**config.mk**
```make
export PLATFORM = sky130hd
export DESIGN_NAME = dummy_accelerator_result_buffer_flat
export DESIGN_NICKNAME = d
export VERILOG_FILES = /design/src/rtl/dummy_accelerator_result_buffer_if.sv /design/src/rtl/dummy_accelerator_result_buffer.sv /design/src/flat_wrapper.sv
export SDC_FILE = /design/constraint.sdc
export NUM_CORES = 1
export LEC_CHECK = 0
export BUFFER_PORTS_ARGS = -buffer_cell sky130_fd_sc_hd__buf_2
export CORE_UTILIZATION = 42
export DETAILED_ROUTE_END_ITERATION = 16
export PLACE_DENSITY = 0.63
export SYNTH_ARGS = -nofsm -noshare
export SYNTH_HDL_FRONTEND = slang
export SYNTH_SLANG_ARGS = --single-unit
```
**constraint.sdc**
```tcl
create_clock -name clk_i -period 2.55 [get_ports clk_i]
set_clock_uncertainty 0.1 [all_clocks]
set_input_delay 0.51 -clock clk_i [delete_from_list [all_inputs] [get_ports clk_i]]
set_output_delay 0.51 -clock clk_i [all_outputs]
set_load 0.01 [all_outputs]
```
**src/rtl/dummy_accelerator_result_buffer_if.sv**
```systemverilog
// Upstream (pipeline) and downstream (core X-interface) result channels of the
// dummy accelerator result buffer; "slave" is the buffer side, "master" the environment.
interface dummy_accelerator_result_buffer_if #(
  parameter int unsigned WIDTH     = 32,
  parameter int unsigned TAG_WIDTH = 9,
  parameter int unsigned DEPTH     = 4
);
  logic                     valid_i;
  logic                     ready_o;
  logic [WIDTH-1:0]         result_i;
  logic [TAG_WIDTH-1:0]     tag_i;
  logic                     valid_o;
  logic                     ready_i;
  logic [WIDTH-1:0]         result_o;
  logic [4:0]               rd_o;
  logic [TAG_WIDTH-6:0]     id_o;
  logic                     we_o;
  logic [$clog2(DEPTH):0]   count_o;

  modport slave (
    input  valid_i, result_i, tag_i, ready_i,
    output ready_o, valid_o, result_o, rd_o, id_o, we_o, count_o
  );

  modport master (
    output valid_i, result_i, tag_i, ready_i,
    input  ready_o, valid_o, result_o, rd_o, id_o, we_o, count_o
  );
endinterface

```
**src/rtl/dummy_accelerator_result_buffer.sv**
```systemverilog
// In-order result FIFO between the dummy accelerator pipeline and the core result channel.
// Optional zero-latency forwarding when empty: define DUMMY_ACC_RESULT_BUF_BYPASS_EN.
module dummy_accelerator_result_buffer_chk #(
  parameter int unsigned CW    = 3,
  parameter int unsigned DEPTH = 4
) (
  input logic          clk_i,
  input logic          rst_ni,
  input logic          push_s,
  input logic          pop_s,
  input logic [CW-1:0] count_q
);
  a_no_overflow : assert property (@(posedge clk_i) disable iff (!rst_ni)
    !(push_s && (count_q == CW'(DEPTH))));
  a_no_underflow : assert property (@(posedge clk_i) disable iff (!rst_ni)
    !(pop_s && (count_q == '0)));
endmodule

module dummy_accelerator_result_buffer #(
  parameter int unsigned WIDTH     = 32,
  parameter int unsigned TAG_WIDTH = 9,
  parameter int unsigned DEPTH     = 4
) (
  input logic clk_i,
  input logic rst_ni,
  input logic flush_i,
  dummy_accelerator_result_buffer_if.slave bus
);
  localparam int unsigned AW = $clog2(DEPTH);
  localparam int unsigned CW = AW + 1;
  localparam logic [CW-1:0] FULL_CNT = CW'(DEPTH);
  localparam logic [CW-1:0] CNT_ONE  = CW'(1);
  localparam logic [AW-1:0] PTR_ONE  = AW'(1);

  typedef struct packed {
    logic [WIDTH-1:0]     result;
    logic [TAG_WIDTH-1:0] tag;
  } entry_t;

  entry_t        mem_q [DEPTH];
  logic [AW-1:0] wptr_q, wptr_d, rptr_q, rptr_d;
  logic [CW-1:0] count_q, count_d;
  logic          push_s, pop_s, fifo_valid_s, ready_s, fwd_s, bypass_s, valid_s;
  entry_t        head_s, out_s;

  always_comb begin
    fifo_valid_s = (count_q != '0);
    ready_s      = (count_q != FULL_CNT);
`ifdef DUMMY_ACC_RESULT_BUF_BYPASS_EN
    // Empty buffer shows the incoming entry; it is consumed directly only if the core is ready.
    fwd_s        = (count_q == '0) && bus.valid_i;
    bypass_s     = fwd_s && bus.ready_i;
`else
    fwd_s        = 1'b0;
    bypass_s     = 1'b0;
`endif
    push_s       = bus.valid_i && ready_s && !bypass_s;
    pop_s        = fifo_valid_s && bus.ready_i;
    valid_s      = fifo_valid_s || fwd_s;
    head_s       = mem_q[rptr_q];
    if (fwd_s) begin
      out_s = '{result: bus.result_i, tag: bus.tag_i};
    end else begin
      out_s = head_s;
    end
  end

  always_comb begin
    wptr_d  = wptr_q;
    rptr_d  = rptr_q;
    count_d = count_q;
    if (flush_i) begin
      wptr_d  = '0;
      rptr_d  = '0;
      count_d = '0;
    end else begin
      if (push_s) begin
        wptr_d = wptr_q + PTR_ONE;
      end else begin
        wptr_d = wptr_q;
      end
      if (pop_s) begin
        rptr_d = rptr_q + PTR_ONE;
      end else begin
        rptr_d = rptr_q;
      end
      case ({push_s, pop_s})
        2'b10:   count_d = count_q + CNT_ONE;
        2'b01:   count_d = count_q - CNT_ONE;
        default: count_d = count_q;
      endcase
    end
  end

  always_ff @(posedge clk_i or negedge rst_ni) begin
    if (!rst_ni) begin
      wptr_q  <= '0;
      rptr_q  <= '0;
      count_q <= '0;
    end else begin
      wptr_q  <= wptr_d;
      rptr_q  <= rptr_d;
      count_q <= count_d;
    end
  end

  // Storage is deliberately left unreset; only occupancy state defines validity.
  always_ff @(posedge clk_i) begin
    if (push_s && !flush_i) begin
      mem_q[wptr_q] <= '{result: bus.result_i, tag: bus.tag_i};
    end
  end

  always_comb begin
    bus.ready_o  = ready_s;
    bus.valid_o  = valid_s;
    bus.result_o = out_s.result;
    bus.rd_o     = out_s.tag[4:0];
    bus.id_o     = out_s.tag[TAG_WIDTH-1:5];
    bus.we_o     = valid_s && (out_s.tag[4:0] != 5'd0);
    bus.count_o  = count_q;
  end

  dummy_accelerator_result_buffer_chk #(.CW(CW), .DEPTH(DEPTH)) u_chk (
    .clk_i   (clk_i),
    .rst_ni  (rst_ni),
    .push_s  (push_s),
    .pop_s   (pop_s),
    .count_q (count_q)
  );
endmodule

```
**src/flat_wrapper.sv**
```systemverilog
// flat-port wrapper written by rule: the top's interface ports become plain ports
module dummy_accelerator_result_buffer_flat 
#(
  parameter int unsigned WIDTH     = 32,
  parameter int unsigned TAG_WIDTH = 9,
  parameter int unsigned DEPTH     = 4
)
  (clk_i, rst_ni, flush_i, bus_valid_i, bus_result_i, bus_tag_i, bus_ready_i, bus_ready_o, bus_valid_o, bus_result_o, bus_rd_o, bus_id_o, bus_we_o, bus_count_o);
  dummy_accelerator_result_buffer_if #(.WIDTH(WIDTH), .TAG_WIDTH(TAG_WIDTH), .DEPTH(DEPTH)) bus_i ();
  input logic clk_i;
  input logic rst_ni;
  input logic flush_i;
  input wire logic [$bits(bus_i.valid_i)-1:0] bus_valid_i;
  input wire logic [$bits(bus_i.result_i)-1:0] bus_result_i;
  input wire logic [$bits(bus_i.tag_i)-1:0] bus_tag_i;
  input wire logic [$bits(bus_i.ready_i)-1:0] bus_ready_i;
  output wire logic [$bits(bus_i.ready_o)-1:0] bus_ready_o;
  output wire logic [$bits(bus_i.valid_o)-1:0] bus_valid_o;
  output wire logic [$bits(bus_i.result_o)-1:0] bus_result_o;
  output wire logic [$bits(bus_i.rd_o)-1:0] bus_rd_o;
  output wire logic [$bits(bus_i.id_o)-1:0] bus_id_o;
  output wire logic [$bits(bus_i.we_o)-1:0] bus_we_o;
  output wire logic [$bits(bus_i.count_o)-1:0] bus_count_o;
  assign bus_i.valid_i = bus_valid_i;
  assign bus_i.result_i = bus_result_i;
  assign bus_i.tag_i = bus_tag_i;
  assign bus_i.ready_i = bus_ready_i;
  assign bus_ready_o = bus_i.ready_o;
  assign bus_valid_o = bus_i.valid_o;
  assign bus_result_o = bus_i.result_o;
  assign bus_rd_o = bus_i.rd_o;
  assign bus_id_o = bus_i.id_o;
  assign bus_we_o = bus_i.we_o;
  assign bus_count_o = bus_i.count_o;
  dummy_accelerator_result_buffer #(.WIDTH(WIDTH), .TAG_WIDTH(TAG_WIDTH), .DEPTH(DEPTH)) u_core (.clk_i(clk_i), .rst_ni(rst_ni), .flush_i(flush_i), .bus(bus_i));
endmodule
```
; After elaboration in Yosys (flattened, before gate mapping)
; Memories as Yosys holds them, arrays and structs flattened.
; Cells that the tools add are included.
[word_totals]
n_memories = 1
input_bits = 46
ramBits = 164
output_inout_bits = 47
regBits = 7
elab_cells = 29
[classes]
n_addsub = 4
reduce_logical = 10
n_mux = 8
eq_ne = 3
[memory_table]
columns = memory, words, width, rd, rd_clocked_by_memory_dff, write_ports, line_no
row1 = u_core.mem_q, 4, 41, 1, 0, 1, dummy_accelerator_result_buffer.sv:40  ; entry_t mem_q [DEPTH];
[op_table]
columns = operator, count
row1 = 2-bit two-way mux, 4
row2 = 3-bit case mux with 2 select lines, 1
row3 = 3-bit nonzero test, 2
row4 = 5-bit nonzero test, 1
row5 = "2-bit by 1-bit adder with 2-bit output, second input constant", 2
row6 = 1-bit logical AND, 4
row7 = 2-bit nonzero test, 2
row8 = "3-bit by 1-bit adder with 3-bit output, second input constant", 1
row9 = 3-bit two-way mux, 1
row10 = "3-bit inequality test, second input constant", 1
row11 = "3-bit by 1-bit subtractor with 3-bit output, second input constant", 1
row12 = "2-bit by 1-bit equality test with 1-bit output, second input constant", 1
row13 = "2-bit equality test, second input constant", 1
row14 = 1-bit two-way mux, 2
row15 = 1-bit zero test, 1

; Logic depth before layout (Yosys ltp)
[logic_depth]
ltp_word = 5
mapped_depth = 6

; Worst setup path after synthesis
; Ideal clock, no wire load.
[synth_timing]
path_type = input-to-reg
start = input flush_i
end = memory u_core.mem_q[2][0] (netlist name) (enable)
arrival_time_ns = 2.012
setup_ns = 0.402
slack_ns = 0.036
cell_stages = 3
path_cell_list = clkbuf_1 > nor3b_1 > and2_1
[synth_between]
elab_chain_len = 4
[synth_lines]
columns = item, line_no
row1 = "start, declared", flat_wrapper.sv:12  ; input logic flush_i;
row2 = 1-bit zero test, dummy_accelerator_result_buffer.sv:109  ; if (push_s && !flush_i) begin
row3 = 1-bit logical AND, dummy_accelerator_result_buffer.sv:109
row4 = 1-bit two-way mux, dummy_accelerator_result_buffer.sv:109
row5 = 1-bit two-way mux (not written as such), dummy_accelerator_result_buffer.sv:110  ; mem_q[wptr_q] <= '{result: bus.result_i, tag: bus.tag_i};
row6 = "end, declared", dummy_accelerator_result_buffer.sv:40
; No other way between the ends.

; Final worst setup path
[layout_timing]
start = register u_core.rptr_q[0]
end = output bus_we_o
[layout_between]
elab_chain_len = 3
[layout_lines]
columns = item, line_no
row1 = "start, declared", dummy_accelerator_result_buffer.sv:41  ; logic [AW-1:0] wptr_q, wptr_d, rptr_q, rptr_d;
row2 = "start signal, assigned", dummy_accelerator_result_buffer.sv:102  ; rptr_q <= rptr_d;
row3 = memory read 4 x 41 bit, -
row4 = 5-bit nonzero test, dummy_accelerator_result_buffer.sv:120  ; bus.we_o = valid_s && (out_s.tag[4:0] != 5'd0);
row5 = 1-bit logical AND, dummy_accelerator_result_buffer.sv:120
row6 = "end, declared", flat_wrapper.sv:22  ; output wire logic [$bits(bus_i.we_o)-1:0] bus_we_o;
; No other way between the ends.

==> run summary <==
Vias in the first global route -> 3287
Root Driver -> clkbuf_16
Initial Util -> 0.4346
I/O Pins -> 93
Comb pwr share -> 0.226
H-tree levels -> 4
Vias -> 3029
DP HPWL -> 6799 um
Failing checks -> negative setup slack
Chip width -> 125.1 um
Worst setup SP type -> flop
Post-DR wirelength/cell -> 19.28 um
First-pass GRT wire length -> 17630 um
RSZ-0062 raised after global routing -> true
Sequential power share -> 0.428
Synth Warn # -> 0
Worst Path Required -> 1.94 ns
Antenna Nets Post-Route -> 0
VDD IR max -> 0.6006 mV
Gate Count Post-Synth -> 263
Grt ovf -> 0
Largest net degree at the start of global routing -> 28
Minimum clock period -> 2.881 ns
Least-Margin Pin Slew -> 0.5138 ns
Slew headroom -> 0.6567
Flops & latches, synth -> 171
Final setup fails -> 16
Ant diodes -> 0
Run status -> complete, but fails checks
Pwr Density -> 992.8 nW/um^2
Non-Filler Instances -> 580
Top-area cell type share of the netlist area -> 0.7737
CP arrival -> 2.27 ns
Fin nets -> 434
Fin. max-slew vios -> 0
Initial antenna violation count -> 2
Design Power -> 7.852 mW
Worst hold slack -> 0.1995 ns
Switching Fraction -> 0.2416
Worst-Skew Late Latency -> 0.43 ns
CP endpoint kind -> output pin
Seq/Total Area, Yosys -> 0.8013
DP Worst Slack -> 0.07000 ns
Final hold violation count -> 0
IO buf count -> 92
RePlAce Congestion -> 0.7363
Clock-pin slew on the worst setup and hold paths -> 0.07 ns
Syn_nets -> 314
Worst-path maximum fanout -> 6
Layout cell share with drive strength beyond 1 -> 0.4823
Residual DRC -> 0
Final critical-path share of the clock period -> 1.130
Die area -> 15650 um^2
Critical path type -> flop to output pin
Post-route cell area -> 7909 um^2
GRT Util Overall -> 0.1587
Initial DRC count -> 179
Hold crit path type -> primary input to flop
Internal -> 5.955 mW
CTS Sinks -> 171
Final WS setup -> -0.3310 ns
Placed cells -> 544
DRT Pass-1 Iters -> 6
Num CTS Buffers -> 17
Switching Power -> 1.897 mW
Yosys cell types -> 29
Post-Syn Area per Cell -> 24.20 um^2
Die Y-Extent -> 125.1 um
Setup TNS -> -1.465 ns
DR vias/cell -> 5.222
CTS max path bufs -> 2
Core ar. -> 14640 um^2
Fin util -> 0.5401
Clock share of power -> 0.346
Top cells by area, synth -> edfxtp_1 77%, mux4_2 15%, dfrtp_1 2.8%
Placed cell areas -> 7167 um^2
Synthesized area -> 6365 um^2
Max-Cap Viols -> 0
Post-synth top area cell -> edfxtp_1
Synth-to-Final Area Change -> 24.26%
TritonCTS clock tree -> built
Pleak -> 2.720 nW
Row count -> 44
Fmax -> 347.1 MHz
Total Wirelength -> 11180 um
==> flip-flops by register name, indices dropped and copies added, names as in the netlist <==
name                count
u_core.bus.count_o      3
u_core.mem_q          164
u_core.wptr_q           2
u_core.rptr_q           2
==> power groups by stage <==
stage	Clock (mW)	Combinational, mW	Sequential [mW]
floorplan	0	1.06	3.40
global placement	0	1.62	3.41
detailed placement	0	1.63	3.43
CTS	2.78	1.82	3.36
global route	2.88	1.93	3.38
finish	2.72	1.77	3.36
==> final timing paths <==
check | from | to | slack (ns) | cells past startpoint
max reg2reg | u_core.bus.count_o[1]$_DFFE_PN0P_ | u_core.bus.count_o[2]$_DFFE_PN0P_ | 0.27 | 6
max in group asynchronous | rst_ni | u_core.rptr_q[1]$_DFFE_PN0P_ | 1.80 | 2
max | u_core.rptr_q[0]$_DFFE_PN0P_ | bus_we_o | -0.33 | 4
min | bus_result_i[20] | u_core.mem_q[1][29]$_DFFE_PP_ | 0.20 | 1
min reg2reg | u_core.wptr_q[1]$_DFFE_PN0P_ | u_core.wptr_q[1]$_DFFE_PN0P_ | 0.49 | 2
min in group asynchronous | rst_ni | u_core.bus.count_o[1]$_DFFE_PN0P_ | 0.35 | 2
==> cell families after synthesis <==
family / count (synthesis) / synth area share
AOI/OAI and AO/OA: 7 / 0.007273
xor gates and xnor gates: 3 / 0.004129
adders and majority gates: 5 / 0.01101
buffers and inverters: 13 / 0.009435
DFF: 171 / 0.8013
muxes: 43 / 0.1484
and+or+nand+nor: 21 / 0.01848
==> per-layer routing <==
metal / GRT usage / vias to the layer above / routed length [um]
met3: 0.05220 / 25 / 562
li1: - / 1355 / -
met1: 0.1792 / 1562 / 4499
met4: 0.08106 / 4 / 235
met5: 0 / - / 27
met2: 0.2705 / 83 / 5855
==> critical path, stage by stage, from the launching register on <==
cell and delay (ns):
dfrtp_4 0.47, mux4_2 0.52, or4_4 0.55, o21a_1 0.17, buf_2 0.13
==> cells in the final DEF (no fill, tap or decap), types with 5 or more instances in the layout <==
cell,synthesis,routed
buf_4,0,11
clkinv_2,0,5
buf_2,3,92
edfxtp_1,164,164
mux4_2,41,41
bufinv_16,0,5
clkbuf_16,0,17
dfrtp_1,7,5
==> Yosys cell counts <==
library cell	count
a21boi_1	1
o21ai_0	1
fa_1	1
inv_1	3
mux2i_1	1
nand3_1	1
mux2_2	1
mux4_2	41
nor3_1	2
buf_6	1
o31a_1	1
or4_1	1
o21a_1	2
xor2_1	1
nor2b_1	1
buf_2	3
nand2_1	3
ha_1	4
xnor2_1	2
nor3b_1	3
buf_1	4
and2_1	4
or3_1	1
or3b_2	1
dfrtp_1	7
clkbuf_1	2
nor2_1	4
edfxtp_1	164
a21oi_1	2
==> repair_timing <==
action | 4_1_cts | 5_1_grt
resized for setup | 5 | 2
endpoints found under the setup margin | 32 | 38
endpoints found under the hold margin | 7 | 0
gates cloned | 2 | 0
setup buffers | 2 | 0
hold buffers | 1 | 0
pin swaps | 0 | 1
==> area by class of cell <==
class / count / area, um^2
Timing Repair Buffer: 111 / 713.2
Clock buffer: 19 / 432.9
Fill cell: 1133 / 6735
Multi-Input combinational cell: 79 / 1217
Sequential cell: 171 / 5105
Tap cell: 184 / 230.2
Clock inverter: 13 / 198.9
Inverter: 3 / 11.26
Power figures use the tool's default switching activity.
